===== src/rtl/block_scheduler.sv =====
// Falling-block slot pool: spawn allocation, per-frame fall, lane hit matching,
// off-screen retirement and saturating hit/miss counters.
`timescale 1ns/1ps
module block_scheduler #(
    parameter int unsigned NUM_SLOTS  = 4,
    parameter int unsigned LANE_X0    = 160,
    parameter int unsigned LANE_X1    = 260,
    parameter int unsigned LANE_X2    = 380,
    parameter int unsigned LANE_X3    = 480,
    parameter int unsigned Y_MAX      = 479,
    parameter int unsigned Y_STEP     = 1,
    parameter int unsigned HIT_Y_MIN  = 420,
    parameter int unsigned HIT_Y_MAX  = 460,
    parameter int unsigned BLOCK_SIZE = 12
) (
    input  logic                      frame_clk,
    input  logic                      Reset,
    input  logic                      Run,
    input  logic                      Spawn_Req,
    input  logic [1:0]                Spawn_Lane,
    input  logic [3:0]                Lane_Key,
    output logic [NUM_SLOTS-1:0]      Slot_Active,
    output logic [10*NUM_SLOTS-1:0]   Slot_X,
    output logic [10*NUM_SLOTS-1:0]   Slot_Y,
    output logic [9:0]                BlockS,
    output logic [3:0]                Hit_Pulse,
    output logic [3:0]                Miss_Pulse,
    output logic                      Spawn_Drop,
    output logic [15:0]               Hit_Count,
    output logic [15:0]               Miss_Count
);

    localparam int unsigned CW   = 10;
    localparam int unsigned NL   = 4;
    localparam int unsigned CNTW = 16;
    localparam int unsigned NW   = 4;

    // slot state
    logic [NUM_SLOTS-1:0] active_q;
    logic [CW-1:0]        x_q    [NUM_SLOTS];
    logic [CW-1:0]        y_q    [NUM_SLOTS];
    logic [1:0]           lane_q [NUM_SLOTS];
    logic [NL-1:0]        key_q;

    // next-state values
    logic [NUM_SLOTS-1:0] nxt_active;
    logic [CW-1:0]        nxt_x    [NUM_SLOTS];
    logic [CW-1:0]        nxt_y    [NUM_SLOTS];
    logic [1:0]           nxt_lane [NUM_SLOTS];
    logic [NL-1:0]        nxt_hit_pulse;
    logic [NL-1:0]        nxt_miss_pulse;
    logic                 nxt_drop;
    logic [CNTW-1:0]      nxt_hit_count;
    logic [CNTW-1:0]      nxt_miss_count;

    // decode
    logic [NL-1:0]        press;
    logic [NUM_SLOTS-1:0] sel [NL];
    logic [NUM_SLOTS-1:0] hit_c;
    logic [NUM_SLOTS-1:0] miss_c;
    logic [NUM_SLOTS-1:0] spawn_sel;
    logic                 any_free;
    logic [NW-1:0]        n_hit;
    logic [NW-1:0]        n_miss;

    function automatic logic [CW-1:0] lane_x(input logic [1:0] l);
        case (l)
            2'd0:    lane_x = CW'(LANE_X0);
            2'd1:    lane_x = CW'(LANE_X1);
            2'd2:    lane_x = CW'(LANE_X2);
            default: lane_x = CW'(LANE_X3);
        endcase
    endfunction

    function automatic logic [CNTW-1:0] sat_add(input logic [CNTW-1:0] c, input logic [NW-1:0] n);
        logic [CNTW:0] s;
        s = {1'b0, c} + (CNTW+1)'(n);
        sat_add = s[CNTW] ? {CNTW{1'b1}} : s[CNTW-1:0];
    endfunction

    assign press       = Lane_Key & ~key_q;
    assign Slot_Active = active_q;
    assign BlockS      = CW'(BLOCK_SIZE);

    // flatten slot coordinates for the renderer
    always_comb begin
        Slot_X = '0;
        Slot_Y = '0;
        for (int i = 0; i < NUM_SLOTS; i++) begin
            Slot_X[10*i +: 10] = x_q[i];
            Slot_Y[10*i +: 10] = y_q[i];
        end
    end

    // per-lane hit candidate: deepest in-window block, lowest index on ties
    always_comb begin
        logic          found;
        logic [CW-1:0] best_y;
        for (int l = 0; l < NL; l++) begin
            sel[l] = '0;
            found  = 1'b0;
            best_y = '0;
            for (int i = 0; i < NUM_SLOTS; i++) begin
                if (active_q[i] && (lane_q[i] == 2'(l)) &&
                    (y_q[i] >= CW'(HIT_Y_MIN)) && (y_q[i] <= CW'(HIT_Y_MAX)) &&
                    (!found || (y_q[i] > best_y))) begin
                    sel[l]    = '0;
                    sel[l][i] = 1'b1;
                    best_y    = y_q[i];
                    found     = 1'b1;
                end
            end
        end
    end

    // hit/miss classification, spawn slot choice and event counts
    always_comb begin
        hit_c     = '0;
        miss_c    = '0;
        spawn_sel = '0;
        any_free  = 1'b0;
        n_hit     = '0;
        n_miss    = '0;
        for (int i = 0; i < NUM_SLOTS; i++) begin
            hit_c[i]  = active_q[i] && press[lane_q[i]] && sel[lane_q[i]][i];
            miss_c[i] = active_q[i] && !hit_c[i] &&
                        (({1'b0, y_q[i]} + (CW+1)'(Y_STEP)) > (CW+1)'(Y_MAX));
            if (!active_q[i] && !any_free) begin
                spawn_sel[i] = 1'b1;
                any_free     = 1'b1;
            end
            n_hit  = n_hit  + NW'(hit_c[i]);
            n_miss = n_miss + NW'(miss_c[i]);
        end
    end

    // next-state for slots, pulses and counters; everything holds when not running
    always_comb begin
        nxt_active     = active_q;
        nxt_x          = x_q;
        nxt_y          = y_q;
        nxt_lane       = lane_q;
        nxt_hit_pulse  = '0;
        nxt_miss_pulse = '0;
        nxt_drop       = 1'b0;
        nxt_hit_count  = Hit_Count;
        nxt_miss_count = Miss_Count;
        if (Run) begin
            for (int i = 0; i < NUM_SLOTS; i++) begin
                if (active_q[i]) begin
                    if (hit_c[i]) begin
                        nxt_active[i]             = 1'b0;
                        nxt_x[i]                  = '0;
                        nxt_y[i]                  = '0;
                        nxt_hit_pulse[lane_q[i]]  = 1'b1;
                    end else if (miss_c[i]) begin
                        nxt_active[i]             = 1'b0;
                        nxt_x[i]                  = '0;
                        nxt_y[i]                  = '0;
                        nxt_miss_pulse[lane_q[i]] = 1'b1;
                    end else begin
                        nxt_y[i] = y_q[i] + CW'(Y_STEP);
                    end
                end
            end
            if (Spawn_Req) begin
                if (any_free) begin
                    for (int i = 0; i < NUM_SLOTS; i++) begin
                        if (spawn_sel[i]) begin
                            nxt_active[i] = 1'b1;
                            nxt_x[i]      = lane_x(Spawn_Lane);
                            nxt_y[i]      = '0;
                            nxt_lane[i]   = Spawn_Lane;
                        end
                    end
                end else begin
                    nxt_drop = 1'b1;
                end
            end
            nxt_hit_count  = sat_add(Hit_Count, n_hit);
            nxt_miss_count = sat_add(Miss_Count, n_miss);
        end
    end

    // state and output registers; key edge register tracks keys even when frozen
    always_ff @(posedge frame_clk) begin
        if (!Reset) begin
            active_q   <= '0;
            key_q      <= '0;
            Hit_Pulse  <= '0;
            Miss_Pulse <= '0;
            Spawn_Drop <= 1'b0;
            Hit_Count  <= '0;
            Miss_Count <= '0;
            for (int i = 0; i < NUM_SLOTS; i++) begin
                x_q[i]    <= '0;
                y_q[i]    <= '0;
                lane_q[i] <= '0;
            end
        end else begin
            active_q   <= nxt_active;
            key_q      <= Lane_Key;
            Hit_Pulse  <= nxt_hit_pulse;
            Miss_Pulse <= nxt_miss_pulse;
            Spawn_Drop <= nxt_drop;
            Hit_Count  <= nxt_hit_count;
            Miss_Count <= nxt_miss_count;
            for (int i = 0; i < NUM_SLOTS; i++) begin
                x_q[i]    <= nxt_x[i];
                y_q[i]    <= nxt_y[i];
                lane_q[i] <= nxt_lane[i];
            end
        end
    end

endmodule


===== config.mk =====
export PLATFORM = sky130hd
export DESIGN_NAME = block_scheduler
export DESIGN_NICKNAME = d
export VERILOG_FILES = /design/src/rtl/block_scheduler.sv
export SDC_FILE = /design/constraint.sdc
export NUM_CORES = 1
export LEC_CHECK = 0
export CAP_MARGIN = 20
export CORE_UTILIZATION = 30
export CTS_CLUSTER_DIAMETER = 30
export CTS_CLUSTER_SIZE = 14
export DETAILED_ROUTE_END_ITERATION = 12
export GPL_TIMING_DRIVEN = 0
export PLACE_DENSITY_LB_ADDON = 0.05
export SLEW_MARGIN = 0
export SYNTH_ARGS = -nofsm -noshare
export SYNTH_HDL_FRONTEND = slang
export SYNTH_SLANG_ARGS = --single-unit

===== constraint.sdc =====
create_clock -name frame_clk -period 10.1 [get_ports frame_clk]
set_input_delay 2.02 -clock frame_clk [delete_from_list [all_inputs] [get_ports frame_clk]]
set_output_delay 2.02 -clock frame_clk [all_outputs]
set_load 0.05 [all_outputs]

# After elaboration in Yosys (flattened, before gate mapping)

Cells that the tools add are included.
Widths: inputs -> output; s select.

Output and inout port bits: 135
ROM bits: 0
Input port bits: 10
Memories kept: 0
Bits in writable memories: 0
Register bits after elaboration: 137
Latch bits: 0

Equality and inequality tests: 14
Magnitude comparators: 36
Muxes and demuxes: 159
Bitwise logic cells: 13
Reductions and logical operators: 127
Div/mod/pow operators: 0
Add/sub/neg operators: 16
$mul: 0
Shifts and indexed selects: 0

Operators by type and width:

| operator              | count |
|---|---|
| $mux 10               | 44 |
| $mux 4                | 42 |
| $mux 40               | 4 |
| $gt 10x10->1          | 12 |
| $logic_and 1x1->1     | 83 |
| $mux 1                | 50 |
| $add 10x1->11 const B | 4 |
| $gt 11x9->1 const B   | 4 |
| $add 10x1->10 const B | 4 |
| $ge 10x9->1 const B   | 4 |
| $le 10x9->1 const B   | 4 |
| $add 16x4->17         | 2 |
| $bmux 4 s2            | 4 |
| $mux 16               | 2 |
| $pmux 9 s3            | 1 |
| $or 4x4->4            | 6 |
| $logic_not 1->1       | 21 |
| $eq 2x2->1 const B    | 9 |
| $reduce_and 4->1      | 4 |
| $ge 3x3->1 const B    | 4 |
| $logic_or 1x1->1      | 12 |
| $lt 2x3->1 const B    | 4 |
| $not 2->3             | 4 |
| $eq 2x1->1 const B    | 5 |
| other kinds (14)      | 32 |

# Depth between registers and ports, before layout

Word-level depth: 42
Gate-level depth with buffers: 48
Depth with buffers taken out: 44

# Worst setup path before layout

OpenSTA, ideal clock, no wires.

Path kind: flip-flop to flip-flop
From: register y_q, in the netlist Slot_Y[4]
To: register Miss_Count[12]
Arrival time: 9.184 ns
Required time: 9.972 ns
Clock period less this slack: 9.312 ns
Buffers on the path: 3
Stages on the path, launching flop included: 43
Path slack: 0.788 ns
Cell sequence: dfxtp_1 > buf_4 > nor3_1 > o32a_4 > nor4_4 > clkbuf_1 > nand2_1 > ha_1 > a21oi_1 > o21ai_0 > a2111oi_0 > a31oi_1 > o21a_1 > clkbuf_1 > a21oi_1 > ha_1 > a211oi_1 > nor2_1 > [7 not listed] > a2111o_1 > and2_1 > a21oi_1 > a31oi_1 > a2111o_2 > inv_2 > nor2_1 > fa_1 > inv_1 > fa_1 > inv_1 > fa_1 > nand2_1 > nor2_1 > nand4_1 > a31oi_1 > mux2_2 > nor2_1

Cells in the longest elaborated chain, start to end: 28
Elaborated cells on any way between the ends: 133
Classes of those cells: add/sub: 5; order compare: 15; mux: 53; reduce/logical: 60

RTL lines:

| item                                            | RTL line | source |
|---|---|---|
| start: declaration                              | 41       | `logic [CW-1:0] y_q [NUM_SLOTS];` |
| start signal: indexed assignment                | 210      | `y_q[i] <= nxt_y[i];` |
| $ge 10x9->1                                     | 105      | `(y_q[i] >= CW'(HIT_Y_MIN)) && (y_q[i] <= CW'(HIT_Y_MAX)) &&` |
| $logic_and 1x1->1                               | 104      | `if (active_q[i] && (lane_q[i] == 2'(l)) &&` |
| $logic_and 1x1->1                               | 105      |  |
| $mux 10 or $mux 1 (tied branches)               | 104      |  |
| $gt 10x10->1 or $logic_not 1->1 (tied branches) | 106      | `(!found \|\| (y_q[i] > best_y))) begin` |
| $logic_or 1x1->1                                | 106      |  |
| $logic_and 1x1->1                               | 105      |  |
| $mux 10 or $mux 1 (tied branches)               | 104      |  |
| [11 not listed]                                 | --       |  |
| $logic_and 1x1->1                               | 125      | `hit_c[i] = active_q[i] && press[lane_q[i]] && sel[lane_q[i]][i];` |
| $logic_not 1->1                                 | 126      | `miss_c[i] = active_q[i] && !hit_c[i] &&` |
| $logic_and 1x1->1 (2 in a row)                  | 126      |  |
| $add 1x1->2                                     | 133      | `n_miss = n_miss + NW'(miss_c[i]);` |
| $add 2x1->3                                     | 133      |  |
| $add 3x1->4 *                                   | 133      |  |
| $add 16x4->17 *                                 | 77       | `s = {1'b0, c} + (CNTW+1)'(n);` |
| $mux 16 *                                       | 78       | `sat_add = s[CNTW] ? {CNTW{1'b1}} : s[CNTW-1:0];` |
| end signal: assignment                          | 207      | `Miss_Count <= nxt_miss_count;` |
| end: declaration                                | 30       | `output logic [15:0] Miss_Count` |

Every way passes the cells marked *; elsewhere a longest branch is shown, timed or not. The select of a mux whose other input is x is not followed.
A chain may end at the register's enable or synchronous reset.

# Final worst setup path

From: register y_q, in the netlist Slot_Y[0]
To: register Miss_Count[14]

Same word-level chain as after synthesis.

==> impl_metrics.toml <==
[floorplanning]
initial_utilization = 0.306
dieArea_sq_um = 38300
fp-row-count = 70
core_sq_um = 36800
die_w_microns = 196
ios = 145
die_h_microns = 196

[sta]
slew_headroom = 0.235
finalSetupViolCount = 0
finalClockSkew_ns = 0.00771
setup_tns_ns = 0
max_freq_mhz = 104
drv_slew = 0
layout_min_cycle_time_ns = 9.61
hold_violations = 0
period_share = 0.952
worstMarginPinSlew_ns = 1.14

[routing]
firstDrtPassIters = 5
routed_wirelength_microns = 46300
vias = 11700
vias_per_cell = 5.56
final_antenna_net_count = 0
drt-initial-drc-count = 881
wl_per_cell_microns = 21.9
drc = 0

[flow_run]
maxCapViolCount = 0

[final_layout]
final_area_sq_um = 14300
drive_gt1_frac = 0.115
area_growth_pct = 26.8
n_antenna_cell = 0
finalNetCount = 1787
finish.utilization = 0.388

[outcome]
outcome = "completed"

[worst_setup_path]
reg2reg_from = "Slot_Y[0]"
timing.rr.end = "Miss_Count[14]"
worstPathArrival_ns = 9.90
path_buf_inv = 7
regToRegSetupSlack_ns = 0.49
cp_top_family = "compound AO/OA/AOI/OAI gates"
max_stage_delay_ns = 0.52
cp-start-kind = "flop"
path_depth = 43
required_ns = 10.39
path_class = "flop to flop"
r2r_cells = 43
worst_setup_path_end_kind = "flop"
crit_end = "Miss_Count[14]"
slowest_stage = "a2111o_2"
path_common_cell = "ha_1"
path_max_fanout = 10
worstSetupStartpoint = "Slot_Y[0]"

[yosys]
ys_top_cells_by_area = "dfxtp_1 (24%), ha_1 (15%), nand2_1 (5.7%)"
synth-edff-count = 0
ys_warn_count = 0
ys.flop_type = "dfxtp_1"
synth_commonest_cells = "nand2_1 (170), ha_1 (138), dfxtp_1 (137)"
seq_area_frac_synth = 0.244
yosysTopAreaCell = "dfxtp_1"
syn_area_per_cell_sq_um = 7.82
syn_inst = 1439
ys_seq_elements = 137
async_flop_share = 0
synth.most_common_cell = "nand2_1"
syn_area_sq_um = 11300
synth_top_area_share = 0.244
synth_cell_types = 101

[cts]
cts_sinks = 137
cts_hold_buf = 0
clk_latency_ns = 0.43
clk_pin_slew_ns = 0.06
htree_num_levels = 4
cts_buffers = 17
cts_max_path_buffers = 2
tritoncts = "yes"
cts_root_buffer = "clkbuf_16"

[worst_hold_path]
worstHoldPathType = "flop to flop"

[global_route]
grt_max_degree = 17
grt_pass1_vias = 11400
grt_first_pass_wirelength_microns = 69900
overflow = 0
grt_usage = 0.242
antenna_found_initial = 0

[power]
seqPwrFrac = 0.422
power.leakage_nw = 5.40
cellInternalPower_mw = 0.943
ir_drop_mv = 0.110
switching_share = 0.284
clkPwrFrac = 0.468
comb_power_share = 0.110
pwr_density_cell_nw_per_um2 = 92.4
power_switching_mw = 0.374

[placed_design]
port_buffers = 133
gp_congestion = 0.923
dp_hpwl_microns = 35600
post_dp_cell_area_sq_um = 13200
[timing repair]
action / in CTS / in global routing
pin swaps: 4 / 16
endpoints found under the setup margin: 32 / 32
hold endpoints to repair: 0 / 0
cloned: 0 / 1
gates resized for setup: 35 / 51
setup buffers: 9 / 13
[worst min-delay path, cell delays in order, from the launching register on]
cell and delay (ns):
dfxtp_1 0.31, nand2_1 0.05, o21ai_1 0.05
[power groups by stage]
stage	logic [mW]	registers (mW)	clock network [mW]
2_1_floorplan	0.0709	0.584	0
3_5_place_dp	0.139	0.568	0
6_report	0.144	0.556	0.617
5_1_grt	0.156	0.557	0.655
4_1_cts	0.140	0.556	0.631
3_3_place_gp	0.138	0.568	0
[layout by cell type, fill, tap and decap left out, types with 24 or more instances in the layout]
cell type / n
xor2_1: 24
ha_1: 137
nand3_1: 61
o21ai_0: 69
a21oi_1: 110
nor3_1: 26
a31oi_1: 31
nand2_1: 171
clkbuf_1: 47
dfxtp_1: 135
buf_4: 34
nand4_1: 40
inv_1: 65
nor2_1: 110
clkdlybuf4s50_1: 133
[per-stage QoR]
stage / power, mW / std cells / hold WS (ns) / setup slack, ns
after floorplan: 0.654 / 1459 / 0.500 / 0.788
after global placement: 0.706 / 2060 / 0.436 / -1.76
after detailed placement: 0.706 / 2060 / 0.442 / -1.80
after CTS: 1.33 / 2100 / 0.457 / 0.0200
after global routing: 1.37 / 2114 / 0.479 / -0.0135
final: 1.32 / 2114 / 0.454 / 0.489
[kinds of logic (layout without fill, tap and decap cells)]
kind of cell	count (synthesis)	in the layout	share of synthesized area
AO/OA/AOI/OAI	380	380	0.223
XOR/XNOR	36	36	0.0280
adder cells (fa/ha/maj)	144	144	0.164
buffers and inverters	152	338	0.0573
flip-flops	137	137	0.244
multiplexers	24	24	0.0256
other	2	22	0.000667
AND/OR/NAND/NOR	564	565	0.258
[registers in the layout, summed over array words and instances (netlist names)]
| register | flops |
|---|---|
| Slot_Active | 4 |
| Hit_Pulse | 4 |
| Hit_Count | 16 |
| Spawn_Drop | 1 |
| lane_q | 8 |
| Slot_X | 40 |
| Miss_Pulse | 4 |
| Slot_Y | 40 |
| key_q | 4 |
| Miss_Count | 16 |
[how the worst min path moves through the flow]
| stage | slack [ns] | endpoint | start | cells past startpoint |
|---|---|---|---|---|
| 6_report | 0.45 | Slot_X[3] | Slot_X[3] | 2 |
| 5_1_grt | 0.48 | Slot_X[28] | Slot_X[28] | 1 |
| 4_1_cts | 0.46 | Slot_X[4] | Slot_X[4] | 2 |
| 3_5_place_dp | 0.44 | Slot_X[3] | Slot_X[3] | 2 |
| 3_3_place_gp | 0.44 | Slot_X[4] | Slot_X[4] | 2 |
| 2_1_floorplan | 0.50 | lane_q[7] | lane_q[7] | 2 |
[metal layers]
metal,wire length [microns],global-route usage,vias to the layer above
met2,21500,0.395,332
met1,21400,0.324,5718
met3,2210,0.0394,71
li1,-,-,5626
met5,0,0,-
met4,1200,0.0775,0
[cell type report]
class	count	area, sq um
Multi-Input combinational cell	1171	8180
Fill cell	3885	22500
Buffer	81	422
Sequential cell	137	2750
Timing Repair Buffer	155	1500
Inverter	70	265
Clock buffer	20	457
Tap cell	468	586
Clock inverter	12	115
Note: power is estimated with default switching activity, not from simulation.
